==> config.mk <==
export PLATFORM = sky130hd
export DESIGN_NAME = fifo_ptr_ctrl
export DESIGN_NICKNAME = d
export VERILOG_FILES = /design/src/rtl/fifo_pkg.sv /design/src/rtl/fifo_ptr_wrap.sv /design/src/rtl/fifo_ptr_ctrl.sv
export SDC_FILE = /design/constraint.sdc
export NUM_CORES = 1
export LEC_CHECK = 0
export CORE_UTILIZATION = 47
export DETAILED_ROUTE_END_ITERATION = 10
export PLACE_DENSITY = 0.77
export SLEW_MARGIN = 20
export SYNTH_ARGS = -nofsm -noshare
export SYNTH_HDL_FRONTEND = slang
export SYNTH_SLANG_ARGS = --single-unit
==> constraint.sdc <==
create_clock -name clk -period 2.1 [get_ports clk]
set_input_delay 0.525 -clock clk [delete_from_list [all_inputs] [get_ports clk]]
set_output_delay 0.525 -clock clk [all_outputs]
set_load 0.05 [all_outputs]
==> src/rtl/fifo_pkg.sv <==
// rtl/fifo_pkg.sv - shared widths and reset values for the FIFO pointer controller
package fifo_pkg;

    localparam int   RST_PTR   = 0;
    localparam logic RST_WRAP  = 1'b0;
    localparam logic RST_PULSE = 1'b0;

    // Occupancy needs one extra bit so that a completely full FIFO (count == DEPTH) is representable
    function automatic int cnt_w(input int addr_w);
        return addr_w + 1;
    endfunction

endpackage

==> src/rtl/fifo_ptr_wrap.sv <==
// rtl/fifo_ptr_wrap.sv - modulo-DEPTH address counter with wrap bit and carry-out
module fifo_ptr_wrap
    import fifo_pkg::*;
#(
    parameter int ADDR_W = 3,
    parameter int DEPTH  = 8
) (
    input  logic              clk,
    input  logic              reset,
    input  logic              clr,
    input  logic              inc,
    output logic [ADDR_W-1:0] adr,
    output logic              wrap,
    output logic              cout
);

    logic at_end;

    assign at_end = (adr == ADDR_W'(DEPTH - 1));
    assign cout   = inc & at_end;

    always_ff @(posedge clk or negedge reset) begin
        if (!reset) begin
            adr  <= ADDR_W'(RST_PTR);
            wrap <= RST_WRAP;
        end else if (clr) begin
            adr  <= ADDR_W'(RST_PTR);
            wrap <= RST_WRAP;
        end else if (inc) begin
            // Wrap bit distinguishes full from empty when both addresses coincide
            if (at_end) begin
                adr  <= '0;
                wrap <= ~wrap;
            end else begin
                adr  <= adr + ADDR_W'(1);
            end
        end
    end

endmodule

==> src/rtl/fifo_ptr_ctrl.sv <==
// rtl/fifo_ptr_ctrl.sv - FIFO pointer/flag controller; FIFO_PTR_SCLR_EN adds synchronous clr
module fifo_ptr_ctrl
    import fifo_pkg::*;
#(
    parameter int ADDR_W = 3,
    parameter int DEPTH  = 8,
    parameter int AF_LVL = 6,
    parameter int AE_LVL = 1
) (
    input  logic                       clk,
    input  logic                       reset,
`ifdef FIFO_PTR_SCLR_EN
    input  logic                       clr,
`endif
    input  logic                       push,
    input  logic                       pop,
    output logic                       push_ok,
    output logic                       pop_ok,
    output logic [ADDR_W-1:0]          wr_adr,
    output logic [ADDR_W-1:0]          rd_adr,
    output logic [cnt_w(ADDR_W)-1:0]   count,
    output logic                       full,
    output logic                       empty,
    output logic                       almost_full,
    output logic                       almost_empty,
    output logic                       ovf,
    output logic                       udf
);

    localparam int CW = cnt_w(ADDR_W);

    logic clr_i;
    logic wr_wrap, rd_wrap;
    logic wr_cout, rd_cout;
    logic adr_eq;

`ifdef FIFO_PTR_SCLR_EN
    assign clr_i = clr;
`else
    assign clr_i = 1'b0;
`endif

    assign adr_eq = (wr_adr == rd_adr);
    assign full   = adr_eq & (wr_wrap != rd_wrap);
    assign empty  = adr_eq & (wr_wrap == rd_wrap);

    // A pop frees a slot in the same cycle, so a full FIFO may still accept a push alongside it
    assign pop_ok  = pop & ~empty & ~clr_i;
    assign push_ok = push & (~full | pop_ok) & ~clr_i;

    assign almost_full  = (count >= CW'(AF_LVL));
    assign almost_empty = (count <= CW'(AE_LVL));

    fifo_ptr_wrap #(.ADDR_W(ADDR_W), .DEPTH(DEPTH)) u_wr_ptr (
        .clk   (clk),
        .reset (reset),
        .clr   (clr_i),
        .inc   (push_ok),
        .adr   (wr_adr),
        .wrap  (wr_wrap),
        .cout  (wr_cout)
    );

    fifo_ptr_wrap #(.ADDR_W(ADDR_W), .DEPTH(DEPTH)) u_rd_ptr (
        .clk   (clk),
        .reset (reset),
        .clr   (clr_i),
        .inc   (pop_ok),
        .adr   (rd_adr),
        .wrap  (rd_wrap),
        .cout  (rd_cout)
    );

    always_ff @(posedge clk or negedge reset) begin
        if (!reset) begin
            count <= '0;
            ovf   <= RST_PULSE;
            udf   <= RST_PULSE;
        end else if (clr_i) begin
            count <= '0;
            ovf   <= RST_PULSE;
            udf   <= RST_PULSE;
        end else begin
            ovf <= push & ~push_ok;
            udf <= pop & ~pop_ok;
            case ({push_ok, pop_ok})
                2'b10:   count <= count + CW'(1);
                2'b01:   count <= count - CW'(1);
                default: count <= count;
            endcase
        end
    end

    a_flags_match_count: assert property (@(posedge clk) disable iff (!reset)
        (full == (count == CW'(DEPTH))) && (empty == (count == '0)));

    a_wr_wraps_to_zero: assert property (@(posedge clk) disable iff (!reset || clr_i)
        wr_cout |=> (wr_adr == '0));

    a_rd_wraps_to_zero: assert property (@(posedge clk) disable iff (!reset || clr_i)
        rd_cout |=> (rd_adr == '0));

endmodule

After elaboration in Yosys (flattened, before gate mapping):

Cells that the tools add are included.
Widths: inputs -> output; s select.

* register bits: 14
* output and inout bits: 18
* word-level logic and storage cells: 39
* input port bits: 4

* equal/unequal tests: 7
* reductions and logical operators: 3
* $add $sub $neg: 4
* muxes and demuxes: 3
* order comparisons: 2
* bitwise logic cells: 13

Operators with widths (count)
* $pmux 4 s2: 1
* $add 3x1->3 const B: 2
* $and 1x1->1: 6
* $eq 3x3->1 const B: 2
* $mux 3: 2
* $not 1->1: 6
* $add 4x1->4 const B: 1
* $ge 4x3->1 const B: 1
* $le 4x1->1 const B: 1
* $reduce_and 2->1: 2
* $sub 4x1->4 const B: 1
* $eq 3x3->1: 1
* $eq 2x1->1 const B: 1
* $eq 2x2->1 const B: 1
* $reduce_bool 2->1: 1
* $eq 1x1->1: 1
* $ne 1x1->1: 1
* $or 1x1->1: 1

Depth between registers and ports, before layout:

Gate-level depths: netlist of the first run.

* depth after elaboration: 8
* depth in mapped cells: 6

By module:

A second synthesis of the first run with hierarchy kept.

* cells, all modules: 87
* area total of the unflattened synthesis: 910.9 µm²

By module, submodules not included
* fifo_ptr_ctrl: area each 503.0 µm², times used 1, cells each 53, seq. area each 150.1 µm²
* fifo_ptr_wrap: area each 203.9 µm², times used 2, cells each 17, seq. area each 100.1 µm²

Worst setup path after synthesis of the first run:

Ideal clock, no wire load.

* path type: flip-flop to output port
* from: register count[0]
* to: output port almost_empty
* data arrival time: 2.057 ns
* setup slack: -0.482 ns
* buffers on the path: 0
* cell stages (with the launch flop): 5
* cell sequence: dfrtp_1 inv_1 ha_1 nor2_1 nor3_1

* word-level cells in the longest chain between the ends: 1

Ends and longest elaborated chain
* start: declaration: line fifo_ptr_ctrl.sv:21 `output logic [cnt_w(ADDR_W)-1:0] count,`
* start signal: assignment: line fifo_ptr_ctrl.sv:87 `2'b10: count <= count + CW'(1);`
* start signal: assignment: line fifo_ptr_ctrl.sv:88 `2'b01: count <= count - CW'(1);`
* start signal: assignment: line fifo_ptr_ctrl.sv:89 `default: count <= count;`
* $le 4x1->1: line fifo_ptr_ctrl.sv:52 `assign almost_empty = (count <= CW'(AE_LVL));`
* end: declaration: line fifo_ptr_ctrl.sv:25 `output logic almost_empty,`

Every way passes these cells.

Worst setup path in the final report of the first run:

* from: register u_rd_ptr.wrap
* to: output port pop_ok

* word-level cells in the longest chain between the ends: 4

Ends and longest elaborated chain
* start: declaration: line fifo_ptr_wrap.sv:13 `output logic wrap,`
* start signal: assignment: line fifo_ptr_wrap.sv:33 `wrap <= ~wrap;`
* $eq 1x1->1: line fifo_ptr_ctrl.sv:45 `assign empty = adr_eq & (wr_wrap == rd_wrap);`
* $and 1x1->1: line fifo_ptr_ctrl.sv:45
* $not 1->1: line fifo_ptr_ctrl.sv:48 `assign pop_ok = pop & ~empty & ~clr_i;`
* $and 1x1->1: line fifo_ptr_ctrl.sv:48
* end: declaration: line fifo_ptr_ctrl.sv:18 `output logic pop_ok,`

Every way passes these cells.

==> results of run 1 <==
[repair_timing]
item,CTS,global route
pin swaps,2,4
setup buffers,4,9
gates resized for setup,10,5
endpoints found under the setup margin,3,6
[critical path: cells and delay by family (launching register included)]
| family | cells | cell delay, ns |
|---|---|---|
| DFF | 1 | 0.46 |
| AOI/OAI and AO/OA | 1 | 0.42 |
| buffers and inverters | 2 | 0.26 |
| xor gates and xnor gates | 1 | 0.22 |
[cell usage after synthesis, drive strengths merged]
| library cell | n | share of area [%] |
|---|---|---|
| dfrtp | 14 | 40 |
| nand2 | 10 | 4.3 |
| ha | 8 | 11 |
| o21ai | 7 | 4.8 |
| xnor2 | 7 | 7.0 |
| inv | 6 | 2.6 |
| xor2 | 5 | 5.8 |
| nand2b | 3 | 2.1 |
| nor3 | 3 | 1.7 |
| a21o | 2 | 1.8 |
| nor2 | 2 | 1.1 |
| a21oi | 1 | 0.57 |
| a2bb2oi | 1 | 1.7 |
| a31oi | 1 | 0.71 |
| and2 | 1 | 0.71 |
| buf | 1 | 0.85 |
| mux2i | 1 | 1.1 |
| nand3 | 1 | 0.57 |
| nand4 | 1 | 1.4 |
| nor2b | 1 | 0.71 |
| nor3b | 1 | 0.85 |
| nor4 | 1 | 2.4 |
| o221a | 1 | 1.3 |
| o22ai | 1 | 0.71 |
| o41ai | 1 | 3.1 |
| or4 | 1 | 0.85 |
[final cells by class]
cell class | count | area (µm²) | share of cell area (%)
multi-input cells | 61 | 588 | 41.2
repair buffers | 39 | 388 | 27.1
inverters | 6 | 22.5 | 1.58
clock buffers | 4 | 36.3 | 2.54
well taps | 25 | 31.3 | 2.19
flip-flops and latches | 14 | 363 | 25.4
[per-layer routing]
layer / part of all wire [%] / GRT usage [%] / up-vias
met3: 5.3 / 4.80 / 4
met1: 39 / 24.8 / 375
li1: - / - / 363
met4: 1.0 / 9.09 / 0
met5: 0 / 0 / -
met2: 54 / 33.3 / 28
[flip-flops by register name, indices dropped and copies added, names as in the netlist]
name and cells:
ovf 1, u_rd_ptr.adr 3, u_wr_ptr.adr 3, u_wr_ptr.wrap 1, udf 1, u_rd_ptr.wrap 1
count 4
[per-stage QoR]
stage | instances | setup slack [ns] | instance area [µm²] | hold slack, ns
6_report | 149 | -0.0696 | 1430 | 0.528
4_1_cts | 140 | -0.0254 | 1340 | 0.535
2_1_floorplan | 82 | 0.00431 | 907 | 0.229
5_1_grt | 149 | -0.123 | 1430 | 0.555
3_5_place_dp | 132 | 0.0857 | 1220 | 0.518
3_3_place_gp | 132 | 0.111 | 1220 | 0.515
[final timing paths]
check	cells past startpoint	slack [ns]	from	end
setup / recovery	4	-0.07	u_rd_ptr.wrap	pop_ok
hold / removal	2	0.53	reset	udf
setup reg to reg	7	0.24	u_rd_ptr.adr[0]	count[0]
hold reg to reg	1	0.57	count[3]	count[3]
max in group asynchronous	2	1.39	reset	u_rd_ptr.adr[1]
min in group clk	1	0.57	count[3]	count[3]
[logic make-up after synthesis]
kind of cell	synth area share, %
xor+xnor	12.8
flops	39.8
buf+inv	3.41
mux	1.14
simple gates	16.8
compound gates	14.8
fa+ha+maj	11.4
==> key figures, run 1 <==
Run status
  – Outcome: complete, but fails checks
  – Failing checks: setup timing

Floorplan
  – Placeable core region: 1750 µm²
  – I/O pins: 22
  – Starting density of the core: 50.5%
  – Die Area: about 2100 µm²
  – Die Width: 45.3 µm
  – Die height: between 40 and 50 µm
  – Rows: 15

STA
  – Post-route setup slack: -0.0696 ns
  – Max_slew headroom: between 60% and 70%
  – Fmax: around 0.46 GHz
  – Final Hold Viols: 0
  – Tmin final: 2.17 ns
  – Final setup vio count: 3
  – Final setup TNS: -0.119 ns
  – RSZ-0062 raised after global routing: yes
  – Measured slew at the worst slew-check pin: 0.498 ns
  – Crit share post-route: 103%
  – Skew final: roughly 0.0017 ns
  – Max Slew Vio Count: 0

GRT
  – GRT Residual Overflow: 0
  – Antenna violations before repair: 0
  – Vias in the first global route: 646
  – Largest net degree at the start of global routing: 15
  – First-pass GRT wire length: just under 3 mm
  – Overall Global Routing Usage: 20.2%

Cells and area
  – # diodes: 0
  – Layout area overhead: 62.2%
  – Commonest non-fill, non-tap cell in the layout: buf_4
  – Post-layout util: 81.9%
  – Fill count: 90
  – Most frequent cells in the layout: buf_4 (25), nand2_1 (10), dfrtp_2 (10)
  – Layout cell share with drive strength beyond 1: 50.8%
  – Nets: 137

Clock network
  – Clock buffer depth: 2
  – Hold-fix buffers, CTS: 0
  – Clock Sinks: 14
  – Worst-Skew Late Latency: around 0.29 ns
  – Total CTS buffers: 3
  – Clock Tree Root: clkbuf_4
  – CTS tree: yes
  – Clock transition at path regs: approximately 0.09 ns
  – H-tree levels: 1

Critical path
  – Critical path class: reg -> out
  – Max incr delay on CP: 0.46 ns
  – Crit path required time: between 1.5 and 2 ns
  – Critical-path cell list: xor2_4, o41ai_4, inv_2, buf_12
  – Crit-path slowest cell: dfrtp_2
  – Crit. End Element: output pin
  – Startpoint types: flop
  – Crit path arrival time: 1.64 ns
  – Worst Path Max Fanout: 3

Synth
  – Yosys cell types: 31
  – Register area share after synthesis: around 40%
  – Post-Syn Instances: 82
  – Synthesized net count: 94
  – Synth Register Bits: 14
  – YS warnings: 0
  – Mapped Avg Cell Area: 10.7 µm²
  – Post-Syn Area: about 880 µm²

Worst hold path
  – Worst Hold Class: in -> async

Flow run
  – Max_cap viols: 0

Detailed routing
  – # DRC: 0
  – Via density: 5.17
  – Drt wl/cell: 15.3 µm
  – Post-Route WL: 2.28 mm
  – Drt pass-1 iters: 4
  – Final antenna-violating net count: 0
  – 1st-iter DRT viols: 17
  – Vias: 770

Placed design
  – RePlAce Congestion: 0.758
  – Port Buffers: 21
  – Dpl hpwl: 1.35 mm
Power of run 1 is not shown: default switching activity piles up to over one toggle a cycle in this logic, so the estimate is an artifact.
==> run 2: changes to the inputs <==
--- a/config.mk
+++ b/config.mk
@@ -8,6 +8,7 @@
 export CORE_UTILIZATION = 47
 export DETAILED_ROUTE_END_ITERATION = 10
 export PLACE_DENSITY = 0.77
+export SKIP_CTS_REPAIR_TIMING = 1
 export SLEW_MARGIN = 20
 export SYNTH_ARGS = -nofsm -noshare
 export SYNTH_HDL_FRONTEND = slang
==> run 2 against run 1 <==
The run still ends with setup timing left. Worst setup slack better by 0.041 ns. Clock skew rose by 0.0050 ns. First-iteration DRC count fell by 47%. Register-to-register slack improved by 0.18 ns. Sequential cell count is the same. Core utilization decreased by 6.3 points. Count of clock-buffer cells in the layout unchanged. Global-route usage is 1.1 points lower. Non-clock buffer count fell by 13. Critical endpoint unchanged. Largest cell class unchanged. Highest routed layer unchanged.
==> key figures, run 2 (same netlist as run 1, synthesis figures left out) <==
Clock network
  – Clock buffer depth: 2 (unchanged)
  – Clock Sinks: 14 (unchanged)
  – H-tree levels: 1 (unchanged)
  – CTS tree: yes (unchanged)
  – Worst-Skew Late Latency: 0.28 ns (was 0.29 ns)
  – Total CTS buffers: 3 (unchanged)
  – Clock transition at path regs: 0.09 ns (about the same)
  – Clock Tree Root: clkbuf_4 (unchanged)

Cells and area
  – Fill count: 111 (was 90)
  – Commonest non-fill, non-tap cell in the layout: buf_4 (unchanged)
  – # diodes: 0 (unchanged)
  – Layout area overhead: 49.7% (was 62.2%)
  – Top Registers: count (4), u_rd_ptr.adr (3), u_wr_ptr.adr (3) (unchanged)
  – Nets: 124 (was 137)
  – Largest register FFs: 4 (unchanged)
  – Most frequent cells in the layout: buf_4 (12), nand2_1 (10), dfrtp_2 (9) (was buf_4 (25), nand2_1 (10), dfrtp_2 (10))
  – Largest Register: count (unchanged)
  – Layout cell share with drive strength beyond 1: 43.2% (was 50.8%)

Floorplan
  – Die Width: 45.3 µm (unchanged)
  – Die Area: 2050 µm² (unchanged)
  – Placeable core region: 1750 µm² (unchanged)
  – Starting density of the core: 50.5% (unchanged)
  – Die height: 45.3 µm (unchanged)
  – Rows: 15 (unchanged)
  – I/O pins: 22 (unchanged)

Detailed routing
  – Drt pass-1 iters: 4 (unchanged)
  – Final antenna-violating net count: 0 (unchanged)
  – # DRC: 0 (unchanged)
  – Drt wl/cell: 12.8 µm (was 15.3 µm)
  – Vias: 689 (was 770)
  – 1st-iter DRT viols: 9 (was 17)
  – Via density: 5.07 (was 5.17)
  – Post-Route WL: 1.73 mm (was 2.28 mm)

STA
  – Fmax: 0.470 GHz (was 0.461 GHz)
  – Measured slew at the worst slew-check pin: 0.507 ns (was 0.498 ns)
  – Final setup vio count: 3 (unchanged)
  – Final Hold Viols: 0 (unchanged)
  – Max Slew Vio Count: 0 (unchanged)
  – Skew final: 0.00669 ns (was 0.00166 ns)
  – Post-route setup slack: -0.0289 ns (was -0.0696 ns)
  – Tmin final: 2.13 ns (was 2.17 ns)
  – Crit share post-route: 101% (was 103%)
  – RSZ-0062 raised after global routing: yes (unchanged)
  – Max_slew headroom: 66.2% (was 66.8%)

Critical path
  – Crit-path slowest cell: dfrtp_2 (unchanged)
  – Critical path class: reg -> out (unchanged)
  – Worst Path Max Fanout: 3 (unchanged)
  – Crit path arrival time: 1.60 ns (was 1.64 ns)
  – Crit path required time: 1.57 ns (about the same)
  – Critical-path cell list: xor2_4, o41ai_4, inv_2, buf_12 (unchanged)
  – Crit. End Element: output pin (unchanged)
  – Max incr delay on CP: 0.46 ns (about the same)
  – Startpoint types: flop (unchanged)
  – Buf+Inv Stages, Crit Path: 2 (unchanged)
  – Crit path max-delay family: flip-flops (unchanged)

Placed design
  – Dpl hpwl: 1.35 mm (unchanged)
  – RePlAce Congestion: 0.758 (unchanged)
  – Pre-CTS WS: 0.0857 ns (unchanged)
  – Port Buffers: 21 (unchanged)

GRT
  – Antenna violations before repair: 0 (unchanged)
  – Vias in the first global route: 626 (was 646)
  – Largest net degree at the start of global routing: 15 (unchanged)
  – First-pass GRT wire length: 2.76 mm (was 2.90 mm)
  – GRT Residual Overflow: 0 (unchanged)
  – Overall Global Routing Usage: 19.1% (was 20.2%)

Flow run
  – Max_cap viols: 0 (unchanged)

Run status
  – Failing checks: setup timing (unchanged)
  – Outcome: complete, but fails checks (unchanged)

Worst hold path
  – Worst Hold Class: in -> async (unchanged)
[run 2: changes by cell type in the layout (fill, tap and decap cells not counted), sizes merged]
cell          before  now
dlymetal6s2s       1    3
dlygate4sd2        2    0
buf               31   18
[run 2: layout make-up]
| cell class | instances | area (µm²) | share of cell area (%) |
|---|---|---|---|
| multi-input cells | 61 | 569 | 43.2 |
| flip-flops and latches | 14 | 362 | 27.4 |
| repair buffers | 26 | 298 | 22.6 |
| clock buffers | 4 | 36.3 | 2.75 |
| well taps | 25 | 31.3 | 2.37 |
| inverters | 6 | 22.5 | 1.71 |
[run 2: path summary, 6_finish.rpt]
kind	from	endpoint	slack, ns	cells past startpoint
max	u_wr_ptr.wrap	pop_ok	-0.03	4
min	reset	count[3]	0.54	2
max reg2reg	u_rd_ptr.adr[2]	count[3]	0.42	5
min reg2reg	u_wr_ptr.wrap	u_wr_ptr.wrap	0.56	1
max in group asynchronous	reset	u_wr_ptr.adr[0]	1.38	2
min in group clk	u_wr_ptr.wrap	u_wr_ptr.wrap	0.56	1
[run 2: through the flow]
step / util, % / std cells / TNS, ns / hold slack (ns) / area [µm²]
3_3_place_gp: 70.0 / 132 / 0 / 0.515 / 1220
2_1_floorplan: - / 82 / 0 / 0.229 / 907
4_1_cts: 72.0 / 136 / -0.222 / 0.534 / 1260
3_5_place_dp: 70.0 / 132 / 0 / 0.518 / 1220
6_report: 75.6 / 136 / -0.0597 / 0.537 / 1320
5_1_grt: 75.6 / 136 / -0.339 / 0.559 / 1320
[run 2: layer usage]
layer | up-vias | wire, µm | global-route usage, %
met5 | - | 0 | 0
met4 | 0 | 35 | 9.09
met3 | 5 | 65 | 3.60
met2 | 18 | 884 | 31.9
met1 | 329 | 749 | 23.6
li1 | 337 | - | -
Power of run 2 is left out for the same reason.
